$ cat src/rtl/mac_vert_col_sched_pkg.sv
// Shared types and constants for the vertical bit-column MAC column sequencer.
package mac_vert_pkg;

  localparam int CMD_MASK_W     = 8;
  localparam int MAC_PIPE_DEPTH = 2;

  typedef enum logic [1:0] {
    IDLE  = 2'd0,
    ISSUE = 2'd1,
    DRAIN = 2'd2,
    DONE  = 2'd3
  } state_t;

  typedef struct packed {
    logic [CMD_MASK_W-1:0] mask;
    logic                  first;
    logic                  last;
    logic [2:0]            mul_const;
    logic                  is_shift_mul;
  } cmd_t;

  function automatic logic [31:0] sat_add32(input logic [31:0] a, input logic [31:0] b);
    logic [32:0] s;
    s = {1'b0, a} + {1'b0, b};
    return s[32] ? '1 : s[31:0];
  endfunction

endpackage

$ cat src/rtl/mac_vert_col_sched_if.sv
// Tile command handshake plus the MAC control bundle driven by the column sequencer.
interface mac_vert_col_sched_if #(
  parameter int DATA_WIDTH    = 8,
  parameter int COL_IDX_WIDTH = $clog2(DATA_WIDTH)
);
  logic                     cmd_valid;
  logic                     cmd_ready;
  logic [DATA_WIDTH-1:0]    cmd_col_mask;
  logic                     cmd_first;
  logic                     cmd_last;
  logic [2:0]               cmd_mul_const;
  logic                     cmd_is_shift_mul;

  logic                     mac_en;
  logic                     load_accum;
  logic [COL_IDX_WIDTH-1:0] column_idx;
  logic                     is_msb;
  logic [2:0]               mul_const;
  logic                     is_shift_mul;
  logic                     col_vld;
  logic                     result_valid;
  logic                     busy;

  modport master (
    output cmd_valid, cmd_col_mask, cmd_first, cmd_last, cmd_mul_const, cmd_is_shift_mul,
    input  cmd_ready, mac_en, load_accum, column_idx, is_msb, mul_const, is_shift_mul,
           col_vld, result_valid, busy
  );

  modport slave (
    input  cmd_valid, cmd_col_mask, cmd_first, cmd_last, cmd_mul_const, cmd_is_shift_mul,
    output cmd_ready, mac_en, load_accum, column_idx, is_msb, mul_const, is_shift_mul,
           col_vld, result_valid, busy
  );
endinterface

$ cat src/rtl/mac_vert_col_sched_col_lsb_finder.sv
// Combinational lowest-set-bit encoder; last_one flags that only one bit remains.
module col_lsb_finder #(
  parameter int W  = 8,
  parameter int IW = $clog2(W)
) (
  input  logic [W-1:0]  mask,
  output logic [IW-1:0] idx,
  output logic          found,
  output logic          last_one
);

  always_comb begin
    idx = '0;
    for (int i = W - 1; i >= 0; i--) begin
      if (mask[i]) idx = IW'(i);
    end
  end

  assign found    = |mask;
  assign last_one = found && ((mask & (mask - W'(1))) == '0);

endmodule

$ cat src/rtl/mac_vert_col_sched.sv
// Column sequencer for the vertical bit-column MAC: walks set columns LSB->MSB per tile.
// Optional perf counters are enabled with `define MAC_VERT_SCHED_PERF_CNT_EN.
//
// state | meaning
// IDLE  | waiting for a tile command, MAC frozen
// ISSUE | one column (or one bubble for an empty mask) per cycle
// DRAIN | MAC_PIPE_DEPTH zero-term cycles to flush the MAC pipe
// DONE  | result_valid pulse, MAC frozen
module mac_vert_col_sched #(
  parameter int DATA_WIDTH     = mac_vert_pkg::CMD_MASK_W,
  parameter int COL_IDX_WIDTH  = $clog2(DATA_WIDTH),
  parameter int MAC_PIPE_DEPTH = mac_vert_pkg::MAC_PIPE_DEPTH
) (
  input  logic                 clk,
  input  logic                 reset,
  mac_vert_col_sched_if.slave  bus
`ifdef MAC_VERT_SCHED_PERF_CNT_EN
  ,
  output logic [31:0]          perf_issued,
  output logic [31:0]          perf_skipped,
  output logic [31:0]          perf_bubbles
`endif
);
  import mac_vert_pkg::*;

  localparam int CNT_W = (MAC_PIPE_DEPTH > 1) ? $clog2(MAC_PIPE_DEPTH) : 1;

  state_t             state_q, state_d;
  cmd_t               cmd_q, cmd_d;
  logic               first_issue_q, first_issue_d;
  logic               load_q, load_d;
  logic [CNT_W-1:0]   cnt_q, cnt_d;

  logic [COL_IDX_WIDTH-1:0] lsb_idx;
  logic               lsb_found, lsb_last;
  logic               last_col;
  logic               accept;
  logic               load_set;
  logic               mac_en_c, col_vld_c, issue_real;

  col_lsb_finder #(
    .W  (DATA_WIDTH),
    .IW (COL_IDX_WIDTH)
  ) u_lsb (
    .mask     (cmd_q.mask),
    .idx      (lsb_idx),
    .found    (lsb_found),
    .last_one (lsb_last)
  );

  // An empty mask still counts as a (bubble) last column.
  assign last_col   = !lsb_found || lsb_last;
  assign issue_real = (state_q == ISSUE) && lsb_found;

  always_comb begin
    state_d          = state_q;
    cmd_d            = cmd_q;
    first_issue_d    = first_issue_q;
    cnt_d            = cnt_q;
    accept           = 1'b0;
    load_set         = 1'b0;
    mac_en_c         = 1'b0;
    col_vld_c        = 1'b0;
    bus.cmd_ready    = 1'b0;
    bus.column_idx   = '0;
    bus.is_msb       = 1'b0;
    bus.mul_const    = 3'd0;
    bus.is_shift_mul = 1'b0;
    bus.result_valid = 1'b0;

    unique case (state_q)
      IDLE: begin
        bus.cmd_ready = 1'b1;
        if (bus.cmd_valid) begin
          accept  = 1'b1;
          state_d = ISSUE;
        end
      end
      ISSUE: begin
        mac_en_c      = 1'b1;
        col_vld_c     = lsb_found;
        first_issue_d = 1'b0;
        if (lsb_found) begin
          bus.column_idx = lsb_idx;
          bus.is_msb     = (lsb_idx == COL_IDX_WIDTH'(DATA_WIDTH - 1));
          cmd_d.mask     = cmd_q.mask & ~({{(DATA_WIDTH-1){1'b0}}, 1'b1} << lsb_idx);
        end
        if (first_issue_q) begin
          bus.mul_const    = cmd_q.mul_const;
          bus.is_shift_mul = cmd_q.is_shift_mul;
          load_set         = cmd_q.first;
        end
        if (last_col) begin
          if (cmd_q.last) begin
            state_d = DRAIN;
            cnt_d   = CNT_W'(MAC_PIPE_DEPTH - 1);
          end else begin
            bus.cmd_ready = 1'b1;
            if (bus.cmd_valid) accept = 1'b1;
            else               state_d = IDLE;
          end
        end
      end
      DRAIN: begin
        mac_en_c = 1'b1;
        if (cnt_q == '0) state_d = DONE;
        else             cnt_d   = cnt_q - CNT_W'(1);
      end
      DONE: begin
        bus.result_valid = 1'b1;
        state_d          = IDLE;
      end
      default: state_d = IDLE;
    endcase

    if (accept) begin
      cmd_d.mask         = bus.cmd_col_mask;
      cmd_d.first        = bus.cmd_first;
      cmd_d.last         = bus.cmd_last;
      cmd_d.mul_const    = bus.cmd_mul_const;
      cmd_d.is_shift_mul = bus.cmd_is_shift_mul;
      first_issue_d      = 1'b1;
    end

    // load_accum waits out any frozen (mac_en=0) gap so it meets the next enabled MAC cycle.
    load_d = load_set || (load_q && !mac_en_c);
  end

  always_ff @(posedge clk or negedge reset) begin
    if (!reset) begin
      state_q       <= IDLE;
      cmd_q         <= '0;
      first_issue_q <= 1'b0;
      load_q        <= 1'b0;
      cnt_q         <= '0;
    end else begin
      state_q       <= state_d;
      cmd_q         <= cmd_d;
      first_issue_q <= first_issue_d;
      load_q        <= load_d;
      cnt_q         <= cnt_d;
    end
  end

  assign bus.mac_en     = mac_en_c;
  assign bus.col_vld    = col_vld_c;
  assign bus.load_accum = load_q;
  assign bus.busy       = (state_q != IDLE);

`ifdef MAC_VERT_SCHED_PERF_CNT_EN
  logic [31:0] perf_issued_q, perf_issued_d;
  logic [31:0] perf_skipped_q, perf_skipped_d;
  logic [31:0] perf_bubbles_q, perf_bubbles_d;

  always_comb begin
    perf_issued_d  = perf_issued_q;
    perf_skipped_d = perf_skipped_q;
    perf_bubbles_d = perf_bubbles_q;
    if (issue_real)
      perf_issued_d = sat_add32(perf_issued_q, 32'd1);
    if (accept)
      perf_skipped_d = sat_add32(perf_skipped_q,
                                 32'(DATA_WIDTH) - 32'($countones(bus.cmd_col_mask)));
    if (mac_en_c && !col_vld_c)
      perf_bubbles_d = sat_add32(perf_bubbles_q, 32'd1);
  end

  always_ff @(posedge clk or negedge reset) begin
    if (!reset) begin
      perf_issued_q  <= '0;
      perf_skipped_q <= '0;
      perf_bubbles_q <= '0;
    end else begin
      perf_issued_q  <= perf_issued_d;
      perf_skipped_q <= perf_skipped_d;
      perf_bubbles_q <= perf_bubbles_d;
    end
  end

  assign perf_issued  = perf_issued_q;
  assign perf_skipped = perf_skipped_q;
  assign perf_bubbles = perf_bubbles_q;
`else
  logic unused_issue;
  assign unused_issue = issue_real;
`endif

endmodule

$ cat src/flat_wrapper.sv
// flat-port wrapper written by rule: the top's interface ports become plain ports
module mac_vert_col_sched_flat import mac_vert_pkg::*;
#(
  parameter int DATA_WIDTH     = mac_vert_pkg::CMD_MASK_W,
  parameter int COL_IDX_WIDTH  = $clog2(DATA_WIDTH),
  parameter int MAC_PIPE_DEPTH = mac_vert_pkg::MAC_PIPE_DEPTH
)
  (clk, reset, bus_cmd_valid, bus_cmd_col_mask, bus_cmd_first, bus_cmd_last, bus_cmd_mul_const, bus_cmd_is_shift_mul, bus_cmd_ready, bus_mac_en, bus_load_accum, bus_column_idx, bus_is_msb, bus_mul_const, bus_is_shift_mul, bus_col_vld, bus_result_valid, bus_busy);
  mac_vert_col_sched_if #(.DATA_WIDTH(DATA_WIDTH), .COL_IDX_WIDTH(COL_IDX_WIDTH)) bus_i ();
  input  logic clk;
  input  logic reset;
  input wire logic [$bits(bus_i.cmd_valid)-1:0] bus_cmd_valid;
  input wire logic [$bits(bus_i.cmd_col_mask)-1:0] bus_cmd_col_mask;
  input wire logic [$bits(bus_i.cmd_first)-1:0] bus_cmd_first;
  input wire logic [$bits(bus_i.cmd_last)-1:0] bus_cmd_last;
  input wire logic [$bits(bus_i.cmd_mul_const)-1:0] bus_cmd_mul_const;
  input wire logic [$bits(bus_i.cmd_is_shift_mul)-1:0] bus_cmd_is_shift_mul;
  output wire logic [$bits(bus_i.cmd_ready)-1:0] bus_cmd_ready;
  output wire logic [$bits(bus_i.mac_en)-1:0] bus_mac_en;
  output wire logic [$bits(bus_i.load_accum)-1:0] bus_load_accum;
  output wire logic [$bits(bus_i.column_idx)-1:0] bus_column_idx;
  output wire logic [$bits(bus_i.is_msb)-1:0] bus_is_msb;
  output wire logic [$bits(bus_i.mul_const)-1:0] bus_mul_const;
  output wire logic [$bits(bus_i.is_shift_mul)-1:0] bus_is_shift_mul;
  output wire logic [$bits(bus_i.col_vld)-1:0] bus_col_vld;
  output wire logic [$bits(bus_i.result_valid)-1:0] bus_result_valid;
  output wire logic [$bits(bus_i.busy)-1:0] bus_busy;
  assign bus_i.cmd_valid = bus_cmd_valid;
  assign bus_i.cmd_col_mask = bus_cmd_col_mask;
  assign bus_i.cmd_first = bus_cmd_first;
  assign bus_i.cmd_last = bus_cmd_last;
  assign bus_i.cmd_mul_const = bus_cmd_mul_const;
  assign bus_i.cmd_is_shift_mul = bus_cmd_is_shift_mul;
  assign bus_cmd_ready = bus_i.cmd_ready;
  assign bus_mac_en = bus_i.mac_en;
  assign bus_load_accum = bus_i.load_accum;
  assign bus_column_idx = bus_i.column_idx;
  assign bus_is_msb = bus_i.is_msb;
  assign bus_mul_const = bus_i.mul_const;
  assign bus_is_shift_mul = bus_i.is_shift_mul;
  assign bus_col_vld = bus_i.col_vld;
  assign bus_result_valid = bus_i.result_valid;
  assign bus_busy = bus_i.busy;
  mac_vert_col_sched #(.DATA_WIDTH(DATA_WIDTH), .COL_IDX_WIDTH(COL_IDX_WIDTH), .MAC_PIPE_DEPTH(MAC_PIPE_DEPTH)) u_core (.clk(clk), .reset(reset), .bus(bus_i));
endmodule
$ cat config.mk
export PLATFORM = sky130hd
export DESIGN_NAME = mac_vert_col_sched_flat
export DESIGN_NICKNAME = d
export VERILOG_FILES = /design/src/rtl/mac_vert_col_sched_pkg.sv /design/src/rtl/mac_vert_col_sched_if.sv /design/src/rtl/mac_vert_col_sched_col_lsb_finder.sv /design/src/rtl/mac_vert_col_sched.sv /design/src/flat_wrapper.sv
export SDC_FILE = /design/constraint.sdc
export NUM_CORES = 1
export LEC_CHECK = 0
export ABC_AREA = 1
export BUFFER_PORTS_ARGS = -buffer_cell sky130_fd_sc_hd__buf_2
export CORE_MARGIN = 5
export CORE_UTILIZATION = 56
export DETAILED_ROUTE_END_ITERATION = 8
export GPL_ROUTABILITY_DRIVEN = 0
export GPL_TIMING_DRIVEN = 0
export PLACE_DENSITY = 0.9
export SYNTH_ARGS = -nofsm -noshare
export SYNTH_HDL_FRONTEND = slang
export SYNTH_SLANG_ARGS = --single-unit
$ cat constraint.sdc
create_clock -name clk -period 2.9 [get_ports clk]
set_clock_uncertainty 0.05 [all_clocks]
set_input_delay 0.29 -clock clk [delete_from_list [all_inputs] [get_ports clk]]
set_output_delay 0.29 -clock clk [all_outputs]
set_load 0.02 [all_outputs]
## Word-level counts from Yosys, hierarchy flattened

Cells that the tools add are included.
Widths: inputs -> output; s select.

| storage, ports and cells | value |
|---|---|
| word-level logic and storage cells | 84 |
| output and inout port bits | 14 |
| register bits after elaboration | 19 |
| input port bits | 17 |

| cells by class | value |
|---|---|
| eq/ne operators | 9 |
| bitwise gates (word level) | 3 |
| mux-type cells | 43 |
| reductions and logical operators | 17 |
| add/sub/neg operators | 2 |
| shifts and indexed selects | 1 |

Operators with widths:

| cell | number |
|---|---|
| $mux 3 | 12 |
| $mux 1 | 19 |
| $and 8x8->8 | 2 |
| $mux 8 | 2 |
| $mux 14 | 1 |
| $mux 2 | 5 |
| $logic_not 8->1 | 1 |
| $not 8->8 | 1 |
| $pmux 2 s4 | 1 |
| $reduce_bool 2->1 | 4 |
| $reduce_or 8->1 | 1 |
| $shl 1x3->8 const A | 1 |
| $sub 8x1->8 const B | 1 |
| $pmux 1 s2 | 3 |
| $eq 2x2->1 const B | 2 |
| $ne 2x1->1 const B | 2 |
| $ne 2x2->1 const B | 2 |
| $reduce_and 4->1 | 1 |
| $eq 3x3->1 const B | 1 |
| $ne 3x2->1 const B | 1 |
| $reduce_and 3->1 | 1 |
| $eq 2x1->1 const B | 1 |
| $logic_and 1x1->1 | 2 |
| $logic_not 1->1 | 2 |
| 5 further kinds | 6 |

## Logic depth before layout (Yosys ltp)

| depth | value |
|---|---|
| depth after elaboration | 14 |
| depth in mapped cells | 11 |
| gate-level depth less buffers | 11 |

## Modules after synthesis

A second synthesis with hierarchy kept.

| second synthesis, totals | value |
|---|---|
| cells, all modules | 175 |
| area, all modules | 1,199.9 um^2 |

Modules (own cells, without submodules):

| module | cells each | area an instance (um^2) | sequential area each (um^2) | instances |
|---|---|---|---|---|
| mac_vert_col_sched | 138 | 1,022.2 | 475.5 | 1 |
| col_lsb_finder | 37 | 177.7 | 0.0 | 1 |

## Worst setup path after synthesis

Ideal clock, no wire load.

| timing path | value |
|---|---|
| path type | register to output |
| start | register with a tool-made name |
| end | output port bus_is_msb |
| required time | 2.560 ns |
| cell stages (with the launch flop) | 7 |
| path buffers | 0 |
| setup slack | 0.907 ns |
| data arrival time | 1.653 ns |
| path through | dfrtp_1 inv_1 ha_1 inv_1 nor3_2 nand2_1 nor2_1 |

RTL lines:

| what | RTL line | text |
|---|---|---|
| end, declared | flat_wrapper.sv:22 | `output wire logic [$bits(bus_i.is_msb)-1:0] bus_is_msb;` |

==> flow_metrics.env <==
export IMPL_use_met1_pct=22.3
export IMPL_maxCapViolations=0
export IMPL_ys_seq_area_share_pct=39.4
export IMPL_drc=0
export IMPL_clkLatencyLatePin_ps=290
export IMPL_antenna_found_initial=0
export IMPL_grt_max_degree=20
export IMPL_cts_resized=0
export IMPL_post_cts_setup_buffers=0
export IMPL_cts_tree="yes"
export IMPL_cp_max_fo=7
export IMPL_die_width_um=56.4
export IMPL_outcome="finished, final reports clean"
export IMPL_final_core_util_pct=71.3
export IMPL_synth_compound_area_share_pct=10.8
export IMPL_syn_to_final_growth_pct=18.2
export IMPL_drive_gt1_share_pct=29.1
export IMPL_final_max_slew_viol_count=0
export IMPL_rsz0062_at_grt="false"
export IMPL_max_freq_ghz=0.434
export IMPL_synth_cells=161
export IMPL_hold_viol=0
export IMPL_synth_top_family_by_area="simple AND/OR/NAND/NOR gates"
export IMPL_slowest_delay_ps=430
export IMPL_drt_iter0_markers=25
export IMPL_seq_area_um2=475
export IMPL_synth_xor_area_share_pct=0
export IMPL_viasPerCell=5.09
export IMPL_dp_hpwl_um=2130
export IMPL_grt_use_met2_pct=31.4
export IMPL_crit_chain="inv_1 > ha_1 > inv_1 > nor3_2 > nand2_1 > nor2_1 > buf_2"
export IMPL_netlist_top_cells_area="dfrtp_1, nand2_1, inv_1, o21ai_2, nor2_1"
export IMPL_die_y_um=56.4
export IMPL_final_antenna_net_count=0
export IMPL_h_tree_depth=1
export IMPL_cp_end_kind="primary output"
export IMPL_place_port_buffers=30
export IMPL_required_ps=2560
export IMPL_worstSetupStartpointType="flop"
export IMPL_grt_pass1_wl_um=4640
export IMPL_hold_buffers=1
export IMPL_power_leakage_uw=0.000791
export IMPL_syn_nets=182
export IMPL_place_ws_ps=928
export IMPL_numCtsBuffers=3
export IMPL_wl_um=2670
export IMPL_finalCriticalPeriod_ps=2300
export IMPL_cp_slowest_cell="dfrtp_1"
export IMPL_num_fill_cells=179
export IMPL_grt_overflow=0
export IMPL_via_count=1136
export IMPL_synth_top_cell_by_area="dfrtp_1"
export IMPL_core_area_um2=2000
export IMPL_tightest_slew_ps=416
export IMPL_synth_adder_area_share_pct=4.15
export IMPL_crit_top_cell="inv_1"
export IMPL_synth_area_um2=1210
export IMPL_synth_top_area_share_pct=39.4
export IMPL_drt_pass1_iter_count=4
export IMPL_setup_ws_ps=596
export IMPL_synth_simple_area_share_pct=35.0
export IMPL_power_density_nw_per_um2=1130
export IMPL_fin_cells=223
export IMPL_grt_pass1_vias=1080
export IMPL_grt_busiest_layer="met2"
export IMPL_diodes=0
export IMPL_setup_viol_count_final=0
export IMPL_placedCellCount=218
export IMPL_arrival_ps=1960
export IMPL_rows=16
export IMPL_ioPinCount=31
export IMPL_yosysWarnings=0
export IMPL_clock_sinks=19
export IMPL_ys_types=22
export IMPL_crit_type="reg2out"
export IMPL_clockBufferDepth=2
export IMPL_yosys_register_bits=19
export IMPL_muxShareOfSynthArea_pct=0
export IMPL_met3_usage_pct=3.21
export IMPL_irDropWorstVdd_mv=0.591
export IMPL_wl_per_cell_um=12.0
export IMPL_syn_avg_cell_area_um2=7.50
export IMPL_fin_crit_sh_pct=79.5
export IMPL_grt_usage_pct=18.1
export IMPL_hp_class="in2reg"
export IMPL_die_area_um2=3180
export IMPL_total_power_uw=1620
export IMPL_clkTransAtPathRegs_ps=100
export IMPL_slew_headroom_pct=72.2
export IMPL_multi_input_area_um2=603
export IMPL_clockRootBuffer="clkbuf_4"
export IMPL_fin_tns_setup_ps=0
export IMPL_final_nets=218
export IMPL_initial_core_util_pct=60.3
[metal layers]
| layer | wire, um | vias to the layer above | part of all wire, % |
|---|---|---|---|
| li1 | - | 577 | - |
| met1 | 1180 | 520 | 44 |
| met2 | 1310 | 35 | 49 |
| met3 | 141 | 4 | 5.3 |
| met4 | 31 | 0 | 1.2 |
| met5 | 0 | - | 0 |
[path summary, 6_finish.rpt]
check / start / end / slack (ps) / cells past startpoint
min: bus_cmd_col_mask[0] / u_core.cmd_q[6] / 140 / 3
min in group asynchronous: reset / u_core.cmd_q[1] / 410 / 2
max in group asynchronous: reset / asynchronous set/reset pin / 2100 / 2
max: flop / bus_is_msb / 600 / 7
min reg2reg: u_core.cnt_q / u_core.cnt_q / 450 / 2
max reg2reg: flop / u_core.cmd_q[11] / 1130 / 9
[state kept, by name, indices dropped and copies added (netlist names), named ones only]
signal                 flops
u_core.cmd_q              14
u_core.cnt_q               1
u_core.first_issue_q       1
u_core.state_q             1
u_core.bus.load_accum      1
[cells in the mapped netlist (all sizes together)]
| master | count |
|---|---|
| o22ai | 1 |
| nor2 | 20 |
| nand2 | 58 |
| a21boi | 1 |
| nand3 | 9 |
| a21oi | 1 |
| inv | 25 |
| buf | 2 |
| a211oi | 1 |
| nand4 | 5 |
| nor3 | 1 |
| ha | 4 |
| dfrtp | 19 |
| o21ai | 14 |
[metrics by stage]
| step | instance area, um^2 | hold WS (ps) |
|---|---|---|
| floorplan | 1210 | -55.6 |
| global placement | 1390 | 193 |
| detailed placement | 1390 | 201 |
| CTS | 1430 | 137 |
| global route | 1430 | 134 |
| finish | 1430 | 144 |
[cell usage in the layout (no fill, tap or decap)]
cell type / count
nor2_4: 1
nand4_1: 4
nand4_2: 1
buf_2: 30
a21oi_1: 1
buf_12: 1
clkbuf_4: 3
a211oi_1: 1
dlygate4sd3_1: 1
nand2_1: 49
nor3_2: 1
a21boi_2: 1
nand2_2: 8
o21ai_1: 1
nand3_1: 9
dfrtp_1: 19
o21ai_2: 8
inv_1: 25
nand2_4: 1
clkbuf_1: 1
nor2_2: 1
ha_1: 4
o21ai_0: 5
o22ai_1: 1
nor2_1: 18
buf_8: 1
[cell families (layout without fill, tap and decap cells)]
family	Yosys count	in the layout
simple gates	93	93
flops	19	19
compound gates	18	18
fa+ha+maj	4	4
buf+inv	27	62
[critical path: cells and delay by family, from the launching register on]
family	cells	cell delay [ps]
adder cells (fa/ha/maj)	1	290
buffers and inverters	3	450
flip-flops	1	430
AND/OR/NAND/NOR	3	510
[final cells by class]
class,count,share of cell area [%]
Tap cell,27,2.37
Clock buffer,4,1.84
Inverter,25,6.57
Sequential cell,19,33.3
Multi-Input combinational cell,115,42.2
Timing Repair Buffer,31,11.2
Buffer,2,2.45
[where the power goes]
group | internal (uW) | switching [uW]
logic | 346 | 658
clock network | 53.5 | 76.0
registers | 387 | 99.4
Note: power is estimated with default switching activity, not from simulation.
